--- src/rtl/pipeline_hazard_controller.sv ---
// rtl/pipeline_hazard_controller.sv - stall/flush control for the 5-stage RV32I pipeline
module pipeline_hazard_controller #(
  parameter int REG_ADDR_W  = 5,
  parameter int MEM_TIMEOUT = 16,
  parameter int CNT_W       = 32
) (
  input  logic                  clk,
  input  logic                  rst,
  input  logic [REG_ADDR_W-1:0] id_rs1,
  input  logic [REG_ADDR_W-1:0] id_rs2,
  input  logic                  id_uses_rs2,
  input  logic [REG_ADDR_W-1:0] ex_rd,
  input  logic                  ex_load,
  input  logic                  ex_valid,
  input  logic                  branch_taken,
  input  logic                  mem_access,
  input  logic                  dmem_ready,
  output logic                  pc_enable,
  output logic                  if_id_enable,
  output logic                  if_id_flush,
  output logic                  id_ex_enable,
  output logic                  id_ex_flush,
  output logic                  ex_mem_enable,
  output logic                  mem_wb_flush,
  output logic                  dmem_req,
  output logic                  mem_error,
  output logic [CNT_W-1:0]      stall_cycles
);

  localparam int WAIT_W = (MEM_TIMEOUT > 2) ? $clog2(MEM_TIMEOUT) : 1;
  localparam logic [WAIT_W-1:0] WAIT_LAST = WAIT_W'(MEM_TIMEOUT - 1);

  typedef enum logic [1:0] {
    ST_RUN      = 2'd0,
    ST_MEM_WAIT = 2'd1,
    ST_ERROR    = 2'd2
  } state_t;

  state_t            state;
  logic [WAIT_W-1:0] wait_cnt;
  logic              load_use;
  logic              mem_stall;

  // A load in EX feeding a source operand of the ID instruction; x0 never creates a dependency.
  assign load_use = ex_valid && ex_load && (ex_rd != '0) &&
                    ((id_rs1 == ex_rd) || (id_uses_rs2 && (id_rs2 == ex_rd)));

  // Per-stage enables/flushes; memory stall outranks branch, branch outranks load-use.
  always_comb begin
    pc_enable     = 1'b1;
    if_id_enable  = 1'b1;
    if_id_flush   = 1'b0;
    id_ex_enable  = 1'b1;
    id_ex_flush   = 1'b0;
    ex_mem_enable = 1'b1;
    mem_wb_flush  = 1'b0;
    dmem_req      = 1'b0;
    mem_error     = 1'b0;
    mem_stall     = 1'b0;
    if (rst) begin
      pc_enable     = 1'b0;
      if_id_enable  = 1'b0;
      id_ex_enable  = 1'b0;
      ex_mem_enable = 1'b0;
      if_id_flush   = 1'b1;
      id_ex_flush   = 1'b1;
      mem_wb_flush  = 1'b1;
    end else if (state == ST_ERROR) begin
      pc_enable     = 1'b0;
      if_id_enable  = 1'b0;
      id_ex_enable  = 1'b0;
      ex_mem_enable = 1'b0;
      mem_error     = 1'b1;
    end else begin
      if (state == ST_MEM_WAIT) begin
        // Request is held for the outstanding access even if MEM's valid flag dropped.
        dmem_req  = 1'b1;
        mem_stall = !dmem_ready;
      end else begin
        dmem_req  = mem_access;
        mem_stall = mem_access && !dmem_ready;
      end
      if (mem_stall) begin
        pc_enable     = 1'b0;
        if_id_enable  = 1'b0;
        id_ex_enable  = 1'b0;
        ex_mem_enable = 1'b0;
        mem_wb_flush  = 1'b1;
      end else if (branch_taken) begin
        // The ID instruction is squashed, so any load-use against it is moot.
        if_id_flush = 1'b1;
        id_ex_flush = 1'b1;
      end else if (load_use) begin
        pc_enable    = 1'b0;
        if_id_enable = 1'b0;
        id_ex_flush  = 1'b1;
      end
    end
  end

  // Memory-wait FSM: counts stalled cycles of one access and traps into ERROR on timeout.
  always_ff @(posedge clk) begin
    if (rst) begin
      state    <= ST_RUN;
      wait_cnt <= '0;
    end else begin
      case (state)
        ST_RUN: begin
          if (mem_stall) begin
            state    <= ST_MEM_WAIT;
            wait_cnt <= WAIT_W'(1);
          end
        end
        ST_MEM_WAIT: begin
          if (dmem_ready) begin
            state    <= ST_RUN;
            wait_cnt <= '0;
          end else if (wait_cnt == WAIT_LAST) begin
            state    <= ST_ERROR;
            wait_cnt <= '0;
          end else begin
            wait_cnt <= wait_cnt + WAIT_W'(1);
          end
        end
        ST_ERROR: begin
          state <= ST_ERROR;
        end
        default: begin
          state    <= ST_RUN;
          wait_cnt <= '0;
        end
      endcase
    end
  end

  // Saturating count of cycles in which the PC was held.
  always_ff @(posedge clk) begin
    if (rst) begin
      stall_cycles <= '0;
    end else if (!pc_enable && (stall_cycles != {CNT_W{1'b1}})) begin
      stall_cycles <= stall_cycles + CNT_W'(1);
    end
  end

endmodule
--- config.mk ---
export PLATFORM = sky130hd
export DESIGN_NAME = pipeline_hazard_controller
export DESIGN_NICKNAME = d
export VERILOG_FILES = /design/src/rtl/pipeline_hazard_controller.sv
export SDC_FILE = /design/constraint.sdc
export NUM_CORES = 1
export LEC_CHECK = 0
export BUFFER_PORTS_ARGS = -buffer_cell sky130_fd_sc_hd__clkbuf_2
export CAP_MARGIN = 20
export CORE_UTILIZATION = 50
export CTS_CLUSTER_SIZE = 20
export DETAILED_ROUTE_END_ITERATION = 6
export GPL_TIMING_DRIVEN = 0
export PLACE_DENSITY = 0.84
export SLEW_MARGIN = 10
export SYNTH_ARGS = -nofsm -noshare
export SYNTH_HDL_FRONTEND = slang
export SYNTH_SLANG_ARGS = --single-unit
--- constraint.sdc ---
create_clock -name clk -period 2.5 [get_ports clk]
set_clock_uncertainty 0.05 [all_clocks]
set_input_delay 0 -clock clk [delete_from_list [all_inputs] [get_ports clk]]
set_output_delay 0 -clock clk [all_outputs]
set_load 0.05 [all_outputs]
Yosys cells after proc, flatten, opt, wreduce, memory -nomap -nowiden
Index checks and enable logic that the tools add are counted.
{"block": "totals", "word_cells": 65, "inputBits": 23, "regBits": 38, "out_inout_bits": 41}
{"block": "op_classes", "n_bitwise": 1, "muxes": 38, "n_addsub": 2, "n_reduce_logical": 13, "eq_ne": 8}
{"op": "32-bit by 1-bit adder with 32-bit output, second input constant", "count": 1}
{"op": "32-bit inequality test, second input constant", "count": 1}
{"op": "1-bit two-way mux", "count": 30}
{"op": "4-bit two-way mux", "count": 3}
{"op": "4-bit case mux with 3 select lines", "count": 1}
{"op": "5-bit equality test", "count": 2}
{"op": "1-bit logical AND", "count": 6}
{"op": "2-bit two-way mux", "count": 3}
{"op": "2-bit case mux with 3 select lines", "count": 1}
{"op": "5-bit nonzero test", "count": 1}
{"op": "4-bit by 1-bit adder with 4-bit output, second input constant", "count": 1}
{"op": "4-bit equality test, second input constant", "count": 1}
{"op": "2-bit AND reduction", "count": 2}
{"op": "3-bit by 2-bit inequality test with 1-bit output, second input constant", "count": 1}
{"op": "2-bit by 1-bit equality test with 1-bit output, second input constant", "count": 1}
{"op": "2-bit equality test, second input constant", "count": 1}
{"op": "1-bit zero test", "count": 2}
{"op": "2-bit zero test", "count": 1}
{"op": "2-bit inequality test, second input constant", "count": 1}
{"op": "1-bit logical OR", "count": 1}
{"op": "1-bit NOT", "count": 1}

Logic depth before layout (Yosys ltp)
{"block": "logic_depth", "word_depth": 11, "mapped_depth": 10, "depth_no_buf": 8}

Least setup slack after synthesis
Ideal clock, no wire load.
{"block": "synth_path", "kind": "register -> register", "start": "reg stall_cycles[3]", "end": "reg stall_cycles[27]", "stages_incl_launch_ff": 7, "period_less_slack_ps": 2445, "path_buffers": 0, "arrival_time_ps": 2324, "path_slack_ps": 55, "setup_time_ps": 70, "t_required_ps": 2380, "path_cell_list": "dfxtp_1 > and4_4 > and4_4 > nand4_4 > or3_1 > or4_1 > a21oi_1"}
{"block": "synth_between", "elab_chain_len": 2, "word_cells_on_any_way": 3, "classes_between": "add/sub (1); eq/ne (1); reduce/logical (1)"}
{"element": "start, declared", "line_no": "27", "rtl": "output logic [CNT_W-1:0] stall_cycles"}
{"element": "start signal, assigned", "line_no": "141", "rtl": "stall_cycles <= stall_cycles + CNT_W'(1);"}
{"element": "parallel branches: the longest is 2 deep, another holds 32-bit by 1-bit adder with 32-bit output"}
Several ways; the timed one is not identified.
A chain may end at the register's enable or synchronous reset.

Final worst setup path
{"block": "layout_path", "start": "reg state[0]", "end": "out pc_enable"}
{"block": "layout_between", "elab_chain_len": 7, "word_cells_on_any_way": 8, "classes_between": "eq/ne (2); mux (6)"}
{"element": "start, declared", "line_no": "39", "rtl": "state_t state;"}
{"element": "start signal, assigned", "line_no": "104", "rtl": "state <= ST_RUN;"}
{"element": "start signal, assigned", "line_no": "110", "rtl": "state <= ST_MEM_WAIT;"}
{"element": "start signal, assigned", "line_no": "116", "rtl": "state <= ST_RUN;"}
{"element": "2-bit by 1-bit equality test with 1-bit output", "line_no": "75", "rtl": "if (state == ST_MEM_WAIT) begin"}
{"element": "1-bit two-way mux", "line_no": "75"}
{"element": "1-bit two-way mux", "line_no": "68", "rtl": "end else if (state == ST_ERROR) begin"}
{"element": "1-bit two-way mux", "line_no": "60", "rtl": "if (rst) begin"}
{"element": "1-bit two-way mux", "line_no": "83", "rtl": "if (mem_stall) begin"}
{"element": "1-bit two-way mux (*)", "line_no": "68"}
{"element": "1-bit two-way mux (*)", "line_no": "60"}
{"element": "end, declared", "line_no": "18", "rtl": "output logic pc_enable,"}
Every way passes the cells marked *; elsewhere a longest branch is shown, timed or not. The select of a mux whose other input is x is not followed.

==> results.yml <==
worst_setup_path:
  r2r_slack_ps: 170
  crit_path_end: "pc_enable"
  crit_type: "reg -> out"
  cp.arrival_ps: 2360
  cp_slowest_cell: "dfxtp_1"
  r2r_end: "stall_cycles[16]$_SDFFE_PP0P_"
  cp-start-kind: "flop"
  r2r_start: "state[0]$_SDFFE_PP0P_"
  r2r_cells: 10
  path_cells: "buf_4 > nor3b_4 > nor3_2 > nand2_2 > a21oi_4 > buf_4 > buf_4 > buf_4 > clkbuf_2"
  critical_path.startpoint: "state[0]$_SDFFE_PP0P_"
  crit_fanout: 11
  crit_required_ps: 2450
  end_kind: "output port"
  cpPeakStageDelay_ps: 310
  cp_common_cell: "buf_4"
final_layout:
  antenna_cells: 0
  drive_gt1_share_pct: 28.93
  area_delta_synth_final_pct: 24.20
  postLayoutCellArea_um2: 2883
  finalNonFillerCells: 408
  nNetsFinal: 380
  nFillCells: 371
global_route:
  grt_max_degree: 13
  antenna_found_initial: 0
  grt_usage_pct: 25.46
  grt_first_pass_wirelength_mm: 10.21
  grt_pass1_vias: 2352
  gr-total-overflow: 0
power:
  leakagePower_nw: 1.079
  combPwrFrac_pct: 14.2
  p_total_mw: 1.483
  power_density_nw_per_um2: 514.6
  p_int_mw: 1.107
  clock_power_share_pct: 44.0
  peakVddDrop_mv: 0.3445
  p_switching_mw: 0.3769
  p_sw_share_pct: 25.41
  sequentialPowerShare_pct: 41.8
clocking:
  root_buffer: "clkbuf_8"
  postCtsSetupRepairBufs: 0
  clkTransAtPathRegs_ps: 80
  cts_buffers: 5
  cts_buffer_depth: 2
  cts.sinks: 38
  cts_tree: "built"
  worstSkewPairLatency_ps: 290
  h-tree-depth: 2
die:
  die_w_um: 70.13
  die_area_um2: 4918
  rows: 24
  fp.dieH_um: 70.13
  core_um2: 4414
  io_pins: 64
  initial_core_util_pct: 52.58
worst_hold_path:
  hold_class: "in -> reg"
sta:
  clock.fmax_mhz: 415.1
  hold_violations: 0
  maxSlewHeadroom_pct: 64.47
  fin_crit_ps: 2409
  final_max_slew_viol_count: 0
  finalCritPeriodShare_pct: 96.37
  rsz0062_at_grt: "no"
  tns_ps: 0
  setup_viol: 0
  tightest_slew_ps: 533.0
synthesis:
  synth_edf_count: 0
  ys_warn_count: 0
  synthTopCellsByArea: "dfxtp_1 (33%), o31ai_1 (6.5%), or4_1 (6.5%)"
  synth_top_area_share_pct: 32.78
  synth_cells: 284
  synth-seq-cells: 38
  synth_ff_type: "dfxtp_1"
  yosysMostFrequentCell: "dfxtp_1"
  synth_area_um2: 2321
  ys_seq_area_share_pct: 32.78
  yosysUniqueCellTypes: 51
  syn-num-nets: 309
  synth_area_leader_cell: "dfxtp_1"
  ys_async_sr_fraction_pct: 0
  avgSynthCellArea_um2: 8.172
  synth_commonest_cells: "dfxtp_1 (38), a21oi_1 (29), nand2_1 (23)"
route:
  routed_wirelength_mm: 6.091
  firstDrtPassIters: 4
  viasPerCell: 6.066
  drt_iter0_drc: 179
  ant_nets: 0
  drc_errors: 0
  vias: 2475
  wl_per_cell_um: 14.93
placement:
  portBuffers: 63
  placed_area_um2: 2701
  hpwl_mm: 4.505
  place.gp.congestion: 0.7728
  dp.cells: 399
status:
  status: "finished, final reports clean"
run:
  maxCapViolations: 0
## cell usage in the layout (no fill, tap or decap), drive strengths merged, types with 9 or more instances in the layout
master  count
nor2       19
o21ai      11
buf         9
or4        23
o31ai      20
nand4      13
dfxtp      38
nand2      24
clkbuf     77
a21oi      30
xnor2      10
nand3      11
## through the flow
stage	worst slack (ps)	utilization (%)	hold WS, ps
floorplan	55.15	-	114.2
global placement	100.0	61.20	270.9
detailed placement	44.56	61.20	306.7
CTS	10.93	64.77	34.36
global route	0.1050	65.31	59.87
finish	90.69	65.31	36.32
## flip-flops by register name, summed over array words and instances (netlist names)
name,count
state,2
stall_cycles,32
wait_cnt,4
## critical path: cells and delay by family (launching register included)
kind / cells / cell delay [ps]
compound gates: 1 / 220
simple gates: 3 / 570
buf+inv: 5 / 950
flops: 1 / 310
## routing by layer
| metal | GRT usage [%] | up-vias | share of wire (%) |
|---|---|---|---|
| met1 | 29.43 | 1154 | 43 |
| met2 | 46.15 | 87 | 51 |
| li1 | - | 1226 | - |
| met4 | 8.000 | 0 | 1.0 |
| met3 | 5.772 | 8 | 5.5 |
| met5 | 0 | - | 0 |
## cells by family after synthesis
group / count (synthesis) / share of synthesized area (%)
AND/OR/NAND/NOR: 127 / 33.80
AO/OA/AOI/OAI: 77 / 21.40
flip-flops: 38 / 32.78
buffers and inverters: 26 / 5.337
XOR/XNOR: 11 / 4.151
multiplexers: 3 / 1.455
adder cells (fa/ha/maj): 2 / 1.078
## repair_timing
action	in CTS	in global routing
resized for setup	1	4
setup endpoints to repair	2	23
endpoints found under the hold margin	1	0
hold buffers	1	0
## how the worst min path moves through the flow
stage	start	cells past startpoint	endpoint	slack [ps]
after global placement	mem_access	3	state[0]$_SDFFE_PP0P_	270
final	dmem_ready	4	wait_cnt[2]$_SDFFE_PP0P_	40
after global routing	dmem_ready	4	wait_cnt[2]$_SDFFE_PP0P_	60
after floorplan	mem_access	2	state[0]$_SDFFE_PP0P_	110
after detailed placement	mem_access	3	state[0]$_SDFFE_PP0P_	310
after CTS	dmem_ready	4	wait_cnt[2]$_SDFFE_PP0P_	30
## layout make-up
| class | instances | area, um^2 | area share [%] |
|---|---|---|---|
| clock inverters | 2 | 60.06 | 2.083 |
| well taps | 52 | 65.06 | 2.257 |
| flip-flops and latches | 38 | 762.0 | 26.43 |
| plain buffers | 17 | 90.09 | 3.125 |
| clock buffers | 6 | 82.58 | 2.865 |
| multi-input cells | 220 | 1464 | 50.78 |
| repair buffers | 64 | 325.3 | 11.28 |
| inverters | 9 | 33.78 | 1.172 |
## power groups by stage
stage	registers (mW)	clock network, mW	logic, mW
after CTS	0.621	0.657	0.209
after floorplan	0.647	0	0.131
after global placement	0.634	0	0.202
final	0.620	0.652	0.211
after global routing	0.622	0.681	0.227
after detailed placement	0.635	0	0.206
Note: power is estimated with default switching activity, not from simulation.
